$ cat config.mk
export PLATFORM = sky130hd
export DESIGN_NAME = poly_mod_add_stream
export DESIGN_NICKNAME = d
export VERILOG_FILES = /design/src/rtl/poly_mod_add_stream.sv
export SDC_FILE = /design/constraint.sdc
export NUM_CORES = 1
export LEC_CHECK = 0
export CAP_MARGIN = 20
export CORE_MARGIN = 8
export CORE_UTILIZATION = 42
export DETAILED_ROUTE_END_ITERATION = 8
export PLACE_DENSITY = 0.75
export SLEW_MARGIN = 20
export SYNTH_ARGS = -nofsm -noshare
export SYNTH_HDL_FRONTEND = slang
export SYNTH_SLANG_ARGS = --single-unit
$ cat constraint.sdc
create_clock -name clk -period 5.3 [get_ports clk]
set_input_delay 1.06 -clock clk [delete_from_list [all_inputs] [get_ports clk]]
set_output_delay 1.06 -clock clk [all_outputs]
set_load 0.005 [all_outputs]
$ cat src/rtl/poly_mod_add_stream.sv
// ---------------------------------------------------------------------------
// poly_mod_add_stream
//
// Streaming modular adder for polynomial coefficients, modulus q = 3329.
// Each accepted pair (a, b) produces o = (a + b) mod 3329 after a three-stage
// pipeline with full valid/ready back-pressure. Inputs may be non-canonical
// (any WIDTH-bit value), so the raw sum can reach 2*(2^WIDTH-1); two
// conditional subtractions bring the 12-bit worst case 8190 down to 1532.
// A coefficient counter frames the output stream into polynomials of N_COEF
// coefficients and raises out_last on the final one.
//
// Parameters
//   WIDTH      coefficient width in bits (default 12)
//   N_COEF     coefficients per polynomial (default 256)
//
// Ports
//   clk        in   rising-edge clock
//   rst        in   synchronous active-high reset
//   a, b       in   addend coefficients
//   in_valid   in   a/b valid
//   in_ready   out  block accepts a/b this cycle
//   o          out  (a + b) mod 3329
//   out_valid  out  o valid
//   out_ready  in   consumer accepts o this cycle
//   out_last   out  o is the final coefficient of the current polynomial
//   err        out  sticky out-of-range input flag
//
// Build option
//   POLY_MOD_ADD_RANGE_CHECK_EN  when defined, err sets on any accepted input
//   with a >= 3329 or b >= 3329 and stays set until reset. When undefined,
//   err is tied low and no comparators are built.
// ---------------------------------------------------------------------------
module poly_mod_add_stream #(
  parameter int WIDTH  = 12,
  parameter int N_COEF = 256
) (
  input  logic             clk,
  input  logic             rst,
  input  logic [WIDTH-1:0] a,
  input  logic [WIDTH-1:0] b,
  input  logic             in_valid,
  output logic             in_ready,
  output logic [WIDTH-1:0] o,
  output logic             out_valid,
  input  logic             out_ready,
  output logic             out_last,
  output logic             err
);

  // Two guard bits hold the raw sum without overflow.
  localparam int SW = WIDTH + 2;
  localparam int CW = (N_COEF > 1) ? $clog2(N_COEF) : 1;

  localparam logic [SW-1:0] Q        = SW'(3329);
  localparam logic [CW-1:0] LAST_IDX = CW'(N_COEF - 1);

  function automatic logic [SW-1:0] cond_sub(input logic [SW-1:0] v);
    return (v >= Q) ? (v - Q) : v;
  endfunction

  // Pipeline registers
  logic [SW-1:0] s1_q, s2_q, s3_q;
  logic [SW-1:0] s1_d, s2_d, s3_d;
  logic          v1_q, v2_q, v3_q;

  // Stage enables: a stage may load when it is empty or its contents leave
  // at the same edge. Chaining them from the output back gives full
  // throughput while stalled stages hold their data.
  logic en1, en2, en3;

  assign en3 = !v3_q || out_ready;
  assign en2 = !v2_q || en3;
  assign en1 = !v1_q || en2;

  assign s1_d = SW'(a) + SW'(b);
  assign s2_d = cond_sub(s1_q);
  assign s3_d = cond_sub(s2_q);

  always_ff @(posedge clk) begin
    if (rst) begin
      v1_q <= 1'b0;
      v2_q <= 1'b0;
      v3_q <= 1'b0;
      s1_q <= '0;
      s2_q <= '0;
      s3_q <= '0;
    end else begin
      if (en1) begin
        v1_q <= in_valid;
        // Data only moves with a valid token, so o stays quiet in idle gaps.
        if (in_valid) s1_q <= s1_d;
      end
      if (en2) begin
        v2_q <= v1_q;
        if (v1_q) s2_q <= s2_d;
      end
      if (en3) begin
        v3_q <= v2_q;
        if (v2_q) s3_q <= s3_d;
      end
    end
  end

  assign in_ready  = en1;
  assign out_valid = v3_q;
  assign o         = s3_q[WIDTH-1:0];

  // Coefficient counter for polynomial framing
  logic [CW-1:0] cnt_q, cnt_d;
  logic          out_xfer;

  assign out_xfer = v3_q && out_ready;
  assign out_last = v3_q && (cnt_q == LAST_IDX);

  always_comb begin
    cnt_d = cnt_q;
    if (out_xfer) begin
      cnt_d = (cnt_q == LAST_IDX) ? '0 : cnt_q + CW'(1);
    end
  end

  always_ff @(posedge clk) begin
    if (rst) begin
      cnt_q <= '0;
    end else begin
      cnt_q <= cnt_d;
    end
  end

`ifdef POLY_MOD_ADD_RANGE_CHECK_EN
  // Range check only flags; the arithmetic path is unaffected.
  logic err_q, err_d;
  logic in_xfer;
  logic range_bad;

  assign in_xfer   = in_valid && en1;
  assign range_bad = (SW'(a) >= Q) || (SW'(b) >= Q);
  assign err_d     = err_q || (in_xfer && range_bad);

  always_ff @(posedge clk) begin
    if (rst) begin
      err_q <= 1'b0;
    end else begin
      err_q <= err_d;
    end
  end

  assign err = err_q;
`else
  assign err = 1'b0;
`endif

endmodule

==> results.ini <==
[run_status]
status=complete, no violations

[die]
rows=31
die_area_sq_um=10600
fp.dieH_um=103
dieWidth_um=103
ios=44
core_sq_um=7290
start_util_pct=43.8

[global_routing]
antenna_found_initial=0
grt_max_degree=26
grt_pass1_vias=2654
grt_util_all_layers_pct=13.2
overflow=0
grt_pass1_wl_um=11700

[route]
drtIter0Drc=139
avgRoutedWirePerCell_um=13.2
ant_nets=0
drc=0
vias=2798
via_per_inst=5.48
first_pass_iters=4
wirelength_um=6730

[logic_synthesis]
synth.net_count=429
synth.distinct_cells=67
netlist_instances=383
synth_compound_area_share_pct=25.6
muxShareOfSynthArea_pct=1.25
synth_seq_cells=50
synth-warning-count=0
seq_area_frac_synth_pct=31.4
avgSynthCellArea_sq_um=8.33
synthSimpleGateAreaFrac_pct=21.2
synthXorXnorAreaFrac_pct=7.13
synth_top_family_by_area=compound AO/OA/AOI/OAI gates
synth-async-reset-ratio_pct=0
synth_edf_count=0
synth_fa_ha_area_share_pct=7.29
syn_area_sq_um=3190
synth_top_flop_cell=dfxtp_1

[clock_network]
cts_hold_buffers=0
insertion_delay_ns=0.30
cts_tree=done
clkTransAtPathRegs_ns=0.08
post_cts_buffers=0
post_cts_resized=0
clock-sinks=50
cts_htree_levels=2
root_buffer=clkbuf_8
cts_buffer_depth=2
cts_inserted_buffers=5

[placed_design]
placed_cell_area_sq_um=3600
gp_congestion=0.838
place_ws_ns=1.78
dpl.cell_count=503
hpwlAfterDp_um=5110
port_buffers=42

[critical_path]
startpoint_type=primary input
rr_startpoint=v2_q
path_class=primary input to output pin
worstPathRequired_ns=4.24
crit_fanout=5
startpoint=out_ready
arrival_ns=2.35
cp_cell_sequence=clkdlybuf4s50_1, nand4b_1, clkdlybuf4s50_1
critical-path-top-delay-family=buffers and inverters
cp_slowest_cell=clkdlybuf4s50_1
path_buf_inv=2
critPathMaxStageDelay_ns=0.54
crit_top_cell=clkdlybuf4s50_1
critPathCaptureType=output pin

[timing]
rsz0062_at_grt=false
totalNegativeSetupSlack_ns=0
setup_viol=0
finalMaxSlewViolations=0
hold_violations=0
worst_slack_ns=1.89
finClkSkew_ns=0.00649
relSlewSlack_pct=26.7
worst_slew_pin_slew_ns=1.10
max_freq_mhz=293
fin_crit_sh_pct=64.3
timing.hold.ws_ns=0.461
min_period_ns=3.41

[cells_and_area]
fill_cells=726
utilization_pct=50.8
n_antenna_cell=0
final_cells=511
final_layout_size_suffix_gt1_share_pct=6.55
final_area_sq_um=3700
fin_nets=457
synthToLayoutAreaGrowth_pct=16.0
layout_common_cells=50 x dfxtp_1, 42 x clkdlybuf4s50_1, 41 x nand2_1
multi_input_area_sq_um=2000
layout_commonest_cell=dfxtp_1
regArea_sq_um=1000

[power_and_ir_drop]
power_uw=918
power_density_nw_per_um2=248
leakagePower_nw=1.32
vdd_drop_max_uv=105

[min_path]
hold_start=s3_q[0]
min_path_type=register to register

[run]
maxCapViolCount=0

-- synthesized netlist by cell type (2+ instances only) --
| master | number | area, sq um |
|---|---|---|
| or4_1 | 2 | 15.0 |
| buf_6 | 3 | 33.8 |
| nand4b_1 | 2 | 17.5 |
| a21o_1 | 7 | 52.6 |
| clkbuf_1 | 11 | 41.3 |
| a31o_2 | 2 | 17.5 |
| ha_1 | 17 | 213 |
| a2111oi_0 | 2 | 17.5 |
| o211ai_1 | 7 | 52.6 |
| buf_1 | 3 | 11.3 |
| nand2_1 | 41 | 154 |
| and3_1 | 5 | 31.3 |
| a211oi_1 | 13 | 97.6 |
| or3_1 | 3 | 18.8 |
| and2_1 | 2 | 12.5 |
| xor2_1 | 12 | 105 |
| nor2b_1 | 3 | 18.8 |
| nand4_1 | 8 | 50.1 |
| or2_2 | 2 | 12.5 |
| o21ai_0 | 17 | 85.1 |
| nor3_1 | 11 | 55.1 |
| clkbuf_8 | 4 | 55.1 |
| o22ai_1 | 3 | 18.8 |
| a31oi_1 | 3 | 18.8 |
| xnor2_1 | 14 | 123 |
| nand3_1 | 14 | 70.1 |
| o31ai_1 | 5 | 37.5 |
| nor2_1 | 30 | 113 |
| a21oi_1 | 38 | 190 |
| mux2i_1 | 4 | 40.0 |
| inv_1 | 10 | 37.5 |
| dfxtp_1 | 50 | 1000 |
-- report_power, final --
group | total (mW) | internal, mW | switching, mW
combinational | 0.228 | 0.107 | 0.121
sequential | 0.429 | 0.398 | 0.0307
clock | 0.261 | 0.141 | 0.120
total | 0.918 | 0.646 | 0.272
-- final cells by class --
cell class                 instances  share of cell area (%)
clock inverter                     1                   0.811
clock buffer                       7                    2.06
sequential                        50                    27.0
tap                               99                    3.34
multi-input combinational        300                    54.0
timing repair buffer              44                    11.8
inverter                          10                    1.01
-- state kept, by name (all words and copies together), names as in the netlist --
signal / flops
out_valid: 1
s2_q: 14
s3_q: 12
s1_q: 13
v2_q: 1
cnt_q: 8
v1_q: 1
-- path summary, 6_finish.rpt --
check / endpoint / slack, ns / cells past startpoint
max reg2reg: s1_q[11] / 3.19 / 5
max: in_ready / 1.89 / 3
min: s3_q[0] / 0.46 / 2
min reg2reg: s3_q[0] / 0.46 / 2
-- per-layer routing --
layer / global-route usage [%] / routed length [um] / up-vias
li1: - / - / 1462
met1: 16.7 / 3250 / 1278
met2: 22.2 / 3120 / 54
met3: 2.68 / 301 / 4
met4: 3.78 / 59 / 0
met5: 0 / 0 / -
-- logic make-up after synthesis --
group / Yosys count
and+or+nand+nor: 134
AOI/OAI and AO/OA: 117
DFF: 50
buffers and inverters: 33
xor gates and xnor gates: 26
adders and majority gates: 18
muxes: 4
other: 1
-- worst min-delay path, cell delays in order, from the launching register on --
cell	delay, ns
dfxtp_1	0.32
nand2_1	0.05
a21oi_1	0.05
(Power assumes the default switching activity.)
